===== config.mk =====
export PLATFORM = sky130hd
export DESIGN_NAME = dmem_ctrl
export DESIGN_NICKNAME = d
export VERILOG_FILES = /design/src/rtl/dmem_pkg.sv /design/src/rtl/dmem_align.sv /design/src/rtl/dmem_ctrl.sv
export SDC_FILE = /design/constraint.sdc
export NUM_CORES = 1
export LEC_CHECK = 0
export CAP_MARGIN = 5
export CORE_MARGIN = 4
export CORE_UTILIZATION = 48
export CTS_BUF_LIST = sky130_fd_sc_hd__clkbuf_16
export DETAILED_ROUTE_END_ITERATION = 10
export PLACE_DENSITY = 0.86
export SLEW_MARGIN = 20
export SYNTH_ARGS = -nofsm -noshare
export SYNTH_HDL_FRONTEND = slang
export SYNTH_HIERARCHICAL = 1
export SYNTH_SLANG_ARGS = --single-unit
export TNS_END_PERCENT = 50

===== constraint.sdc =====
create_clock -name clk -period 4.43 [get_ports clk]
set_input_delay 0.886 -clock clk [delete_from_list [all_inputs] [get_ports clk]]
set_output_delay 0.886 -clock clk [all_outputs]
set_load 0.005 [all_outputs]

===== src/rtl/dmem_pkg.sv =====
// Shared definitions for the MEM-stage data-memory controller:
// controller states and the load/store access size encoding (funct3).
package dmem_pkg;

  typedef enum logic [1:0] {
    IDLE = 2'd0,
    REQ  = 2'd1,
    DONE = 2'd2
  } dmem_state_t;

  typedef enum logic [2:0] {
    MEM_B  = 3'b000,
    MEM_H  = 3'b001,
    MEM_W  = 3'b010,
    MEM_BU = 3'b100,
    MEM_HU = 3'b101
  } mem_size_t;

endpackage


===== src/rtl/dmem_align.sv =====
// Lane steering for data-memory accesses (purely combinational):
// store byte-enables and lane replication, load byte/half extraction with
// sign/zero extension, and the misalignment flag. Unknown sizes act as word.
module dmem_align
  import dmem_pkg::*;
(
  input  logic [2:0]  size,
  input  logic [1:0]  addrLo,
  input  logic [31:0] wData,
  input  logic [31:0] memRData,
  output logic [3:0]  memBe,
  output logic [31:0] memWData,
  output logic [31:0] loadData,
  output logic        misaligned
);

  logic [1:0]  width;        // 0 = byte, 1 = half, 2 = word
  logic        isUnsigned;
  logic [7:0]  laneByte;
  logic [15:0] laneHalf;

  assign laneByte = memRData[{addrLo, 3'b000} +: 8];
  assign laneHalf = memRData[{addrLo[1], 4'b0000} +: 16];

  // Decode funct3 into access width and signedness.
  always_comb begin
    width      = 2'd2;
    isUnsigned = 1'b0;
    case (size)
      MEM_B:   width = 2'd0;
      MEM_BU:  begin width = 2'd0; isUnsigned = 1'b1; end
      MEM_H:   width = 2'd1;
      MEM_HU:  begin width = 2'd1; isUnsigned = 1'b1; end
      default: width = 2'd2;
    endcase
  end

  // Build store lanes, extract the load lane and flag misalignment.
  always_comb begin
    memBe      = 4'b1111;
    memWData   = wData;
    loadData   = memRData;
    misaligned = 1'b0;
    case (width)
      2'd0: begin
        memBe    = 4'b0001 << addrLo;
        memWData = {4{wData[7:0]}};
        loadData = isUnsigned ? {24'd0, laneByte} : {{24{laneByte[7]}}, laneByte};
      end
      2'd1: begin
        memBe      = 4'b0011 << addrLo;
        memWData   = {2{wData[15:0]}};
        loadData   = isUnsigned ? {16'd0, laneHalf} : {{16{laneHalf[15]}}, laneHalf};
        misaligned = addrLo[0];
      end
      default: begin
        misaligned = |addrLo;
      end
    endcase
  end

endmodule


===== src/rtl/dmem_ctrl.sv =====
// MEM-stage data-memory controller: accepts memRead/memWrite from the
// pipeline, runs a req/ack transaction with the data memory and stalls the
// pipeline until the access completes (IDLE -> REQ -> DONE).
// Optional macro DMEM_TIMEOUT_EN adds a REQ-cycle watchdog that abandons an
// access after TIMEOUT_CYCLES cycles without memAck.
module dmem_ctrl
  import dmem_pkg::*;
#(
  parameter int ADDR_W         = 32,
  parameter int TIMEOUT_CYCLES = 255
) (
  input  logic              clk,
  input  logic              rstN,
  input  logic              enable,
  input  logic              memRead,
  input  logic              memWrite,
  input  logic [2:0]        funct3,
  input  logic [ADDR_W-1:0] addr,
  input  logic [31:0]       wData,
  output logic [31:0]       rData,
  output logic              stall,
  output logic              misaligned,
  output logic              timeout,
  output logic              memReq,
  output logic              memWe,
  output logic [ADDR_W-3:0] memAddr,
  output logic [3:0]        memBe,
  output logic [31:0]       memWData,
  input  logic [31:0]       memRData,
  input  logic              memAck
);

  dmem_state_t state;
  logic [2:0]  sizeReg;
  logic [1:0]  addrLoReg;
  logic        take;
  logic        expire;
  logic [2:0]  alSize;
  logic [1:0]  alAddrLo;
  logic [3:0]  alBe;
  logic [31:0] alWData;
  logic [31:0] alLoad;
  logic        alMis;

  assign take = (state == IDLE) && enable && (memRead || memWrite);

  // Hold the pipeline in the request cycle and for the whole memory wait.
  assign stall = rstN && (take || (state == REQ));

  // In IDLE the align block looks at the incoming request; afterwards it
  // works on the captured size/offset so the load lane matches the request.
  assign alSize   = (state == IDLE) ? funct3    : sizeReg;
  assign alAddrLo = (state == IDLE) ? addr[1:0] : addrLoReg;

  dmem_align u_align (
    .size       (alSize),
    .addrLo     (alAddrLo),
    .wData      (wData),
    .memRData   (memRData),
    .memBe      (alBe),
    .memWData   (alWData),
    .loadData   (alLoad),
    .misaligned (alMis)
  );

`ifdef DMEM_TIMEOUT_EN
  localparam int CNT_W = ($clog2(TIMEOUT_CYCLES + 1) > 8) ? $clog2(TIMEOUT_CYCLES + 1) : 8;

  logic [CNT_W-1:0] waitCnt;

  // Count REQ cycles; the count restarts from zero on every entry to REQ.
  always_ff @(posedge clk or negedge rstN) begin
    if (!rstN)              waitCnt <= '0;
    else if (state == REQ)  waitCnt <= waitCnt + 1'b1;
    else                    waitCnt <= '0;
  end

  assign expire = (state == REQ) && (waitCnt == CNT_W'(TIMEOUT_CYCLES - 1));
`else
  assign expire = 1'b0;
`endif

  // Controller FSM, captured request and memory-side registers.
  always_ff @(posedge clk or negedge rstN) begin
    if (!rstN) begin
      state      <= IDLE;
      sizeReg    <= 3'd0;
      addrLoReg  <= 2'd0;
      memReq     <= 1'b0;
      memWe      <= 1'b0;
      memAddr    <= '0;
      memBe      <= 4'd0;
      memWData   <= 32'd0;
      rData      <= 32'd0;
      misaligned <= 1'b0;
      timeout    <= 1'b0;
    end else begin
      case (state)
        IDLE: begin
          misaligned <= 1'b0;
          timeout    <= 1'b0;
          if (take) begin
            sizeReg   <= funct3;
            addrLoReg <= addr[1:0];
            memWe     <= memWrite;
            memAddr   <= addr[ADDR_W-1:2];
            memBe     <= alBe;
            memWData  <= alWData;
            if (alMis) begin
              state      <= DONE;
              misaligned <= 1'b1;
              rData      <= 32'd0;
            end else begin
              state  <= REQ;
              memReq <= 1'b1;
            end
          end
        end
        REQ: begin
          if (memAck) begin
            memReq <= 1'b0;
            state  <= DONE;
            if (!memWe) rData <= alLoad;
          end else if (expire) begin
            memReq  <= 1'b0;
            state   <= DONE;
            timeout <= 1'b1;
            rData   <= 32'd0;
          end
        end
        DONE: begin
          state      <= IDLE;
          misaligned <= 1'b0;
          timeout    <= 1'b0;
        end
        default: begin
          state  <= IDLE;
          memReq <= 1'b0;
        end
      endcase
    end
  end

endmodule


==> Yosys cells after proc, flatten, opt, wreduce, memory -nomap -nowiden <==
Index checks and enable logic that the tools add are counted.
{ "op_classes": {"n_eq_ne": 11, "shifts": 4, "muxes": 26, "bitwise": 1, "reduce_logical": 18} }
{ "ops": {"columns": ["cell", "n"], "rows": [
  ["32-bit 2-to-1 mux", 6],
  ["32-bit case mux with 2 select lines", 3],
  ["32-bit by 6-bit indexed part select with 16-bit output", 1],
  ["32-bit by 6-bit indexed part select with 8-bit output", 1],
  ["2-bit != test, second input constant", 5],
  ["2-bit 2-to-1 mux", 4],
  ["2-bit case mux with 2 select lines", 2],
  ["4-bit case mux with 2 select lines", 1],
  ["2-bit OR reduction", 4],
  ["3-bit equality test, second input constant", 2],
  ["1-bit 2-to-1 mux", 6],
  ["5-bit AND reduction", 1],
  ["2-bit by 1-bit equality test with 1-bit output, second input constant", 2],
  ["2-bit zero test", 2],
  ["1-bit case mux with 2 select lines", 2],
  ["2-bit AND reduction", 2],
  ["4-bit AND reduction", 1],
  ["2-bit nonzero test", 2],
  ["1-bit by 2-bit left shift with 4-bit output, first input constant", 1],
  ["2-bit by 2-bit left shift with 4-bit output, first input constant", 1],
  ["3-bit by 1-bit equality test with 1-bit output, second input constant", 1],
  ["1-bit logical AND", 3],
  ["3-bit zero test", 1],
  ["3-bit 2-to-1 mux", 1],
  ["other kinds (4)", 5]
]} }
{ "word_totals": {"ff_bits": 108, "in_bits": 105, "elab_cells": 70} }

==> Depth between registers and ports, before layout <==
Gate-level depths: netlist of the first run.
{ "depth": {"ltp_word": 10, "ltp_mapped": 11, "mapped_depth_nobuf": 8} }

==> By module <==
Netlist of the first run, hierarchy kept.
{ "modules_own_cells": {"columns": ["module", "n_inst", "cells_per_inst", "area_per_inst_um2", "seq_area_each_um2"], "rows": [
  ["dmem_ctrl", 1, 314, 4420.5, 2702.6],
  ["dmem_align", 1, 182, 1152.4, 0.0]
]} }

==> Worst setup path before layout of the first run <==
No wires, ideal clock.
{ "synth_timing": {"path_type": "input port to flip-flop", "startpoint": "input port addr[1]", "endpoint": "register rData[0]", "setup_ns": 0.126, "t_arrival_ns": 2.349, "setup_slack_ns": 1.955, "path_stages": 9, "cell_sequence": "mux2_2 -> buf_4 -> buf_2 -> o21ai_0 -> nand2_1 -> a41o_1 -> buf_2 -> buf_4 -> mux2i_1"} }
{ "synth_via": {"elab_cells_between_ends": 13, "cone_classes": "1 x eq/ne; 2 x shift; 8 x mux; 2 x reduce/logical"} }
{ "synth_rtl": {"columns": ["item", "line_no", "source"], "rows": [
  ["start, declared", "dmem_ctrl.sv:18", "input logic [ADDR_W-1:0] addr,"],
  ["2-bit 2-to-1 mux", "dmem_ctrl.sv:53", "assign alAddrLo = (state == IDLE) ? addr[1:0] : addrLoReg;"],
  ["2-bit OR reduction", "dmem_align.sv:57", "misaligned = |addrLo;"],
  ["1-bit case mux with 2 select lines", "dmem_align.sv:44", "case (width)"],
  ["via alMis", "dmem_ctrl.sv:43", "logic alMis;"],
  ["2-bit != test (no source line)", null, null],
  ["5-bit AND reduction (no source line)", null, null],
  ["end signal, assigned", "dmem_ctrl.sv:123", "if (!memWe) rData <= alLoad;"],
  ["end, declared", "dmem_ctrl.sv:20", "output logic [31:0] rData,"]
]} }
The timed path passes the listed nets, and every way through them passes these cells. The select of a mux whose other input is x is not followed.
A chain may end at the register's enable or synchronous reset.

==> Worst setup path in the final report of the first run <==
{ "layout_timing": {"startpoint": "input port memWrite", "endpoint": "output port stall"} }
{ "layout_via": {"elab_chain_cells": 4} }
{ "layout_rtl": {"columns": ["item", "line_no", "source"], "rows": [
  ["start, declared", "dmem_ctrl.sv:16", "input logic memWrite,"],
  ["1-bit logical OR", "dmem_ctrl.sv:45", "assign take = (state == IDLE) && enable && (memRead || memWrite);"],
  ["1-bit logical AND", "dmem_ctrl.sv:45", null],
  ["1-bit logical OR", "dmem_ctrl.sv:48", "assign stall = rstN && (take || (state == REQ));"],
  ["1-bit logical AND", "dmem_ctrl.sv:48", null],
  ["end, declared", "dmem_ctrl.sv:21", "output logic stall,"]
]} }
No other way between the ends.

==> reports/summary.json, run 1 <==
{
  "num_antenna_cells": 0,
  "floorplan.die_area_sq_um": 13400,
  "postLayoutCellArea_sq_um": 7930,
  "place_hpwl_um": 11300,
  "most_common_library_cell_in_the_layout_ignoring_fill_and_taps": "sky130_fd_sc_hd__clkdlybuf4s50_1",
  "crit_path_category": "in2out",
  "endpoint_of_the_worst_hold_timing_path": "memWData[29]$_DFFE_PN0P_",
  "cp-start-kind": "input pin",
  "initial_antenna_violation_count": 0,
  "syn-cell-area_sq_um": 5570,
  "starting_density_of_the_core_pct": 49.0,
  "status": "finished, final reports clean",
  "timing.hold.worst.start": "memWData[29]$_DFFE_PN0P_",
  "final_util_pct": 69.7,
  "final-hold-violation-count": 0,
  "die_y_um": 116,
  "cts.sinks": 108,
  "syn2layout_area_growth_pct": 42.2,
  "post_synthesis_cells": 496,
  "finalNonFillerCells": 825,
  "register_to_register_path_depth": 6,
  "tns_ns": 0,
  "core_sq_um": 11400,
  "first_pass_grt_wire_length_um": 24000,
  "htree_depth": 3,
  "fin_crit_sh_pct": 79.4,
  "synth.avg_cell_area_sq_um": 11.2,
  "grt_max_degree": 68,
  "design_power_total_mw": 5.10,
  "slew_headroom_pct": 32.3,
  "wl_um": 15400,
  "vdd_drop_max_mv": 0.349,
  "clock_insertion_delay_worst_skew_ns": 0.34,
  "grt_overflow_total": 0,
  "port_buffers": 206,
  "leakagePower_nw": 3.35,
  "antenna_left": 0,
  "drt_pre_antenna_iters": 5,
  "drt_drc_violations_left": 0,
  "detailroute.via_count": 4431,
  "timing.rr.start": "state[1]$_DFFE_PN0P_",
  "dpl.cell_count": 810,
  "clockRootBuffer": "sky130_fd_sc_hd__clkbuf_16",
  "number_of_distinct_standard_cells_referenced_by_the_synthesized_netlist": 38,
  "unrepaired_setup_endpoints_after_global_routing": "false",
  "synth_seq_cells": 108,
  "power-per-cell-area_nw_per_um2": 644,
  "dpl-instance-area_sq_um": 7600,
  "dpl_worst_slack_ns": 0.899,
  "timing_max_transition_violations_final": 0,
  "routabilityCongestion": 0.868,
  "time_the_worst_path_needs_with_i_o_delays_and_setup_ns": 3.52,
  "cts_made_buffers": 9,
  "layout.nets": 783,
  "ys_seq_area_share_pct": 48.5,
  "mostFrequentLayoutCells": "sky130_fd_sc_hd__clkdlybuf4s50_1 (205), sky130_fd_sc_hd__dfrtp_1 (108), sky130_fd_sc_hd__nand2_1 (90)",
  "critical_path_required_ns": 3.54,
  "wl_per_cell_um": 18.7,
  "via_per_inst": 5.37,
  "postCtsHoldBufs": 0,
  "post-route-worst-setup-slack_ns": 0.913,
  "post_cts_buffers": 0,
  "worst-endpoint-arrival_ns": 2.63,
  "min_delay_path_depth": 1,
  "postCtsResizedCells": 0,
  "gr-usage-all-layers_pct": 22.8,
  "drive_gt1_share_pct": 18.2,
  "die_width_um": 116,
  "finalSetupViolations": 0,
  "hold_slack_final_ns": 0.509,
  "syn_nets": 601,
  "timing_worst_slew_pin_value_ns": 1.02,
  "design.portCount": 208,
  "tritoncts": "built",
  "reg2reg_setup_slack_ns": 1.51,
  "worst_setup_hold_path_clk_slew_ns": 0.06,
  "finClkSkew_ns": 0.00782,
  "detailedRoute.firstIterationViolations": 268,
  "timing.critical_path.fanout_max": 9,
  "critical_path_capture_point_type": "output port",
  "worst_r2r_endpoint": "rData[31]$_DFFE_PN0P_",
  "worstHoldPathType": "reg2reg",
  "max_cap_violations": 0,
  "fmax_mhz": 284,
  "grt_pass1_vias": 4698,
  "cts_max_path_buffers": 2,
  "ys_warn_count": 6,
  "num_rows": 39
}
[worst max-delay path by stage]
stage / from / endpoint / slack (ns) / depth (start not counted)
after CTS: memWrite / stall / 0.91 / 5
final: memWrite / stall / 0.91 / 5
after global placement: memWrite / stall / 0.97 / 5
after global routing: memWrite / stall / 0.77 / 5
after detailed placement: funct3[1] / rData[18]$_DFFE_PN0P_ / 0.90 / 6
after floorplan: addr[1] / rData[0]$_DFFE_PN0P_ / 1.96 / 9
[Yosys cell counts]
library cell	count	share of area (%)
sky130_fd_sc_hd__a211oi_2	1	0.22
sky130_fd_sc_hd__nand2_1	90	6.1
sky130_fd_sc_hd__nor4bb_1	1	0.18
sky130_fd_sc_hd__nand2b_1	1	0.11
sky130_fd_sc_hd__or2_1	1	0.11
sky130_fd_sc_hd__o21ai_0	15	1.3
sky130_fd_sc_hd__nor2_4	2	0.40
sky130_fd_sc_hd__nor2_1	6	0.40
sky130_fd_sc_hd__o31ai_1	5	0.67
sky130_fd_sc_hd__a21oi_1	6	0.54
sky130_fd_sc_hd__o221ai_1	1	0.16
sky130_fd_sc_hd__a41oi_2	1	0.29
sky130_fd_sc_hd__nor3_1	2	0.18
sky130_fd_sc_hd__nor2b_1	7	0.79
sky130_fd_sc_hd__mux2_2	75	15
sky130_fd_sc_hd__buf_2	11	0.99
sky130_fd_sc_hd__mux2_4	18	4.8
sky130_fd_sc_hd__and3_1	1	0.11
sky130_fd_sc_hd__nand2_2	1	0.11
sky130_fd_sc_hd__buf_4	15	2.0
sky130_fd_sc_hd__dfrtp_1	108	48
sky130_fd_sc_hd__a41o_1	1	0.18
sky130_fd_sc_hd__o211ai_1	7	0.94
sky130_fd_sc_hd__o22ai_1	2	0.22
sky130_fd_sc_hd__conb_1	1	0.067
sky130_fd_sc_hd__a22oi_1	3	0.40
sky130_fd_sc_hd__clkbuf_1	9	0.61
sky130_fd_sc_hd__inv_1	38	2.6
sky130_fd_sc_hd__and2b_1	1	0.13
sky130_fd_sc_hd__buf_6	6	1.2
sky130_fd_sc_hd__mux2i_1	50	9.0
sky130_fd_sc_hd__a32oi_1	1	0.16
sky130_fd_sc_hd__o21ai_2	2	0.31
sky130_fd_sc_hd__a21boi_0	1	0.13
sky130_fd_sc_hd__nand3_1	1	0.090
sky130_fd_sc_hd__o32ai_1	1	0.16
sky130_fd_sc_hd__a221oi_1	1	0.16
sky130_fd_sc_hd__a22o_1	3	0.47
[final cells by class]
class | count | area (sq um)
fillers | 855 | 3440
flip-flops and latches | 108 | 2700
multi-input cells | 309 | 2470
repair buffers | 212 | 2100
clock buffers | 9 | 225
well taps | 143 | 179
inverters | 38 | 143
clock inverters | 6 | 104
[registers in the layout, summed over array words and instances (netlist names)]
signal	flops
addrLoReg	2
rData	32
sizeReg	3
memBe	4
memAddr	30
state	2
memWe	1
memReq	1
memWData	32
misaligned	1
[cells by family after synthesis]
group	Yosys count	synth area share (%)
other	1	0.0673
DFF	108	48.5
and+or+nand+nor	114	8.69
AOI/OAI and AO/OA	51	6.38
muxes	143	29.0
buffers and inverters	79	7.39
[metal layers]
metal	track usage [%]	routed length, um
met5	0	0
met2	38.9	7770
met1	27.9	5890
met4	6.42	235
met3	7.47	1510
[worst max-delay path, cell delays in order]
cell	delay (ns)
sky130_fd_sc_hd__clkdlybuf4s50_1	0.48
sky130_fd_sc_hd__or2_1	0.16
sky130_fd_sc_hd__nand3_1	0.32
sky130_fd_sc_hd__a21boi_0	0.27
sky130_fd_sc_hd__clkdlybuf4s50_1	0.53
[report_power, final]
part,total [mW],internal (mW),switching [mW]
logic,2.55,1.49,1.06
registers,1.66,1.42,0.247
clock network,0.892,0.546,0.346
(Power assumes the default switching activity.)
==> run 2: changes to the inputs <==
--- a/config.mk
+++ b/config.mk
@@ -7,10 +7,10 @@
 export LEC_CHECK = 0
 export CAP_MARGIN = 5
 export CORE_MARGIN = 4
-export CORE_UTILIZATION = 48
+export CORE_UTILIZATION = 41
 export CTS_BUF_LIST = sky130_fd_sc_hd__clkbuf_16
 export DETAILED_ROUTE_END_ITERATION = 10
-export PLACE_DENSITY = 0.86
+export PLACE_DENSITY = 0.78
 export SLEW_MARGIN = 20
 export SYNTH_ARGS = -nofsm -noshare
 export SYNTH_HDL_FRONTEND = slang
==> constraint.sdc (replaced) <==
create_clock -name clk -period 3 [get_ports clk]
set_input_delay 0.6 -clock clk [delete_from_list [all_inputs] [get_ports clk]]
set_output_delay 0.6 -clock clk [all_outputs]
set_load 0.005 [all_outputs]
==> reports/summary.json, run 2 (synthesized netlist as in run 1, its figures left out) <==
{
  "place_hpwl": {"value": 11700, "unit": "um", "change": "+3.3%"},
  "path_cells": "clkdlybuf4s50_1 > or2_1 > nand3_1 > a21boi_0 > clkdlybuf4s50_1",
  "cts_made_buffers": {"value": 9, "change": "unchanged"},
  "final_util": {"value": 60.3, "unit": "%", "change": "-9.4 points"},
  "first_pass_grt_wire_length": {"value": 24800, "unit": "um", "change": "+3.1%"},
  "detailedRoute.firstIterationViolations": {"value": 306, "change": "+14%"},
  "drive_gt1_share": {"value": 18.9, "unit": "%", "change": "+0.75 points"},
  "detailroute.via_count": {"value": 4314, "change": "-2.6%"},
  "postCtsHoldBufs": {"value": 0, "change": "unchanged"},
  "postLayoutCellArea": {"value": 8020, "unit": "sq um", "change": "+1.2%"},
  "starting_density_of_the_core": {"value": 41.9, "unit": "%", "change": "-7.1 points"},
  "fin_crit_sh_pct": 88.3,
  "vdd_drop_max": {"value": 0.551, "unit": "mV", "change": "+58%"},
  "multi_input_comb_area": {"value": 2470, "unit": "sq um", "change": "unchanged"},
  "cts_max_path_buffers": {"value": 2, "change": "unchanged"},
  "gr-usage-all-layers": {"value": 19.8, "unit": "%", "change": "-3.0 points"},
  "crit_path_top_delay_cell": "sky130_fd_sc_hd__clkdlybuf4s50_1",
  "post_cts_buffers": {"value": 0, "change": "unchanged"},
  "initial_antenna_violation_count": {"value": 0, "change": "unchanged"},
  "grt_overflow_total": {"value": 0, "change": "unchanged"},
  "timing.critical_path.fanout_max": {"value": 3, "change": "-6"},
  "timing_worst_slew_pin_value": {"value": 0.919, "unit": "ns", "change": "-0.0974 ns"},
  "finalSetupViolations": {"value": 0, "change": "unchanged"},
  "floorplan.die_area": {"value": 15500, "unit": "sq um", "change": "+16%"},
  "crit_path_category": "in2out",
  "finClkSkew": {"value": 0.0105, "unit": "ns", "change": "+0.00266 ns"},
  "layout.filler_cells": {"value": 1078, "change": "+26%"},
  "port_buffers": {"value": 206, "change": "unchanged"},
  "worst-endpoint-arrival": {"value": 2.05, "unit": "ns", "change": "-0.58 ns"},
  "timing_max_transition_violations_final": {"value": 0, "change": "unchanged"},
  "drt_pre_antenna_iters": {"value": 5, "change": "unchanged"},
  "fmax_mhz": 378,
  "grt_max_degree": {"value": 58, "change": "-15%"},
  "wl_per_cell": {"value": 17.7, "unit": "um", "change": "-5.5%"},
  "unrepaired_setup_endpoints_after_global_routing": "false",
  "mostFrequentLayoutCells": "sky130_fd_sc_hd__clkdlybuf4s50_1 (205), sky130_fd_sc_hd__dfrtp_1 (108), sky130_fd_sc_hd__nand2_1 (90)",
  "design.portCount": {"value": 208, "change": "unchanged"},
  "clock_insertion_delay_worst_skew": {"value": 0.36, "unit": "ns", "change": "+0.02 ns"},
  "worstHoldPathType": "in2async",
  "cp-start-kind": "input pin",
  "critical_path_required": {"value": 2.40, "unit": "ns", "change": "-1.14 ns"},
  "area.sequential": {"value": 2700, "unit": "sq um", "change": "unchanged"},
  "most_common_library_cell_in_the_layout_ignoring_fill_and_taps": "sky130_fd_sc_hd__clkdlybuf4s50_1",
  "htree_depth": {"value": 3, "change": "unchanged"},
  "routabilityCongestion": {"value": 0.854, "change": "-1.6%"},
  "via_per_inst": {"value": 4.97, "change": "-7.5%"},
  "wl": {"value": 15300, "unit": "um", "change": "-0.55%"},
  "final-hold-violation-count": {"value": 0, "change": "unchanged"},
  "grt_pass1_vias": {"value": 4656, "change": "-0.89%"},
  "die_width": {"value": 125, "unit": "um", "change": "+7.6%"},
  "antenna_left": {"value": 0, "change": "unchanged"},
  "slew_headroom": {"value": 38.7, "unit": "%", "change": "+6.5 points"},
  "dpl-instance-area": {"value": 7730, "unit": "sq um", "change": "+1.8%"},
  "leakagePower": {"value": 3.39, "unit": "nW", "change": "+1.1%"},
  "drt_drc_violations_left": {"value": 0, "change": "unchanged"},
  "cts.sinks": {"value": 108, "change": "unchanged"},
  "critical-path-max-stage-delay": {"value": 0.55, "unit": "ns", "change": "+0.02 ns"},
  "core": {"value": 13300, "unit": "sq um", "change": "+17%"},
  "tritoncts": "built",
  "clockRootBuffer": "sky130_fd_sc_hd__clkbuf_16",
  "worst_setup_hold_path_clk_slew": {"value": 0.07, "unit": "ns", "change": "about the same"},
  "postCtsResizedCells": {"value": 0, "change": "unchanged"},
  "time_the_worst_path_needs_with_i_o_delays_and_setup_ns": 2.65,
  "top_regs": "memWData: 32 flops, rData: 32 flops, memAddr: 30 flops",
  "num_rows": {"value": 42, "change": "+7.7%"},
  "status": "finished, final reports clean",
  "tns": {"value": 0, "unit": "ns", "change": "unchanged"},
  "cpMostUsedCell": "sky130_fd_sc_hd__clkdlybuf4s50_1",
  "critical_path_capture_point_type": "output port",
  "num_antenna_cells": {"value": 0, "change": "unchanged"},
  "layout.nets": {"value": 792, "change": "+1.1%"},
  "die_y": {"value": 125, "unit": "um", "change": "+7.6%"},
  "max_cap_violations": {"value": 0, "change": "unchanged"},
  "power-per-cell-area": {"value": 929, "unit": "nW/um^2", "change": "+44%"},
  "syn2layout_area_growth_pct": 43.8
}
-- run 2: cell types whose count changed in the layout (fill, tap and decap cells not counted) --
| cell | previous run | this run |
|---|---|---|
| sky130_fd_sc_hd__buf_4 | 7 | 14 |
| sky130_fd_sc_hd__clkinvlp_4 | 0 | 1 |
| sky130_fd_sc_hd__bufinv_16 | 3 | 1 |
| sky130_fd_sc_hd__buf_12 | 0 | 2 |
| sky130_fd_sc_hd__clkinv_4 | 0 | 1 |
| sky130_fd_sc_hd__clkinv_2 | 2 | 0 |
| sky130_fd_sc_hd__inv_1 | 38 | 41 |
-- run 2: final timing paths --
path / to / from / slack [ns] / depth (start not counted)
min: rData[17]$_DFFE_PN0P_ / rstN / 0.42 / 2
max reg2reg: rData[9]$_DFFE_PN0P_ / state[1]$_DFFE_PN0P_ / 0.55 / 6
min reg2reg: addrLoReg[1]$_DFFE_PN0P_ / addrLoReg[1]$_DFFE_PN0P_ / 0.50 / 1
max: stall / memWrite / 0.35 / 5
max in group asynchronous: memAddr[0]$_DFFE_PN0P_ / rstN / 1.40 / 3
min in group clk: addrLoReg[1]$_DFFE_PN0P_ / addrLoReg[1]$_DFFE_PN0P_ / 0.50 / 1
-- run 2: area by class of cell --
| type | count | share of cell area [%] |
|---|---|---|
| Clock inverter | 7 | 0.765 |
| Multi-Input combinational cell | 309 | 30.8 |
| Timing Repair Buffer | 221 | 27.4 |
| Inverter | 38 | 1.78 |
| Clock buffer | 9 | 2.81 |
| Tap cell | 176 | 2.75 |
| Sequential cell | 108 | 33.7 |
-- run 2: critical path: cells and delay by family --
family,cells,cell delay [ns]
buffers and inverters,2,1.01
and+or+nand+nor,2,0.25
AOI/OAI and AO/OA,1,0.18
-- run 2: power by group --
part	total, mW	internal (mW)	switching [mW]	leakage (nW)
sequential	2.46	2.09	0.364	1.33
combinational	3.82	2.26	1.55	1.91
clock	1.17	0.638	0.535	0.147
total	7.45	5.00	2.45	3.39
-- run 2: metrics by stage --
step | cells | total power, mW | setup WS, ns | hold slack (ns)
global route | 868 | 7.95 | 0.276 | 0.485
global placement | 852 | 6.21 | 0.288 | 0.483
finish | 868 | 7.45 | 0.351 | 0.419
floorplan | 496 | 4.47 | 0.717 | 0.304
detailed placement | 852 | 6.33 | 0.168 | 0.490
CTS | 868 | 7.54 | 0.334 | 0.440
-- run 2: metal layers --
layer  track usage (%)  vias to the layer above  routed length, um
li1                  -                     2049                  -
met1              22.7                     2091               5950
met2              34.5                      156               7890
met3              7.25                       18               1230
met4              6.19                        0                255
met5                 0                        -                  0
==> run 3: changes to the inputs <==
--- a/config.mk
+++ b/config.mk
@@ -10,6 +10,7 @@
 export CORE_UTILIZATION = 41
 export CTS_BUF_LIST = sky130_fd_sc_hd__clkbuf_16
 export DETAILED_ROUTE_END_ITERATION = 10
+export HOLD_SLACK_MARGIN = 0.1
 export PLACE_DENSITY = 0.78
 export SLEW_MARGIN = 20
 export SYNTH_ARGS = -nofsm -noshare
==> results of run 3 <==
The final DEF is identical to that of run 2; final timing and power are the same.
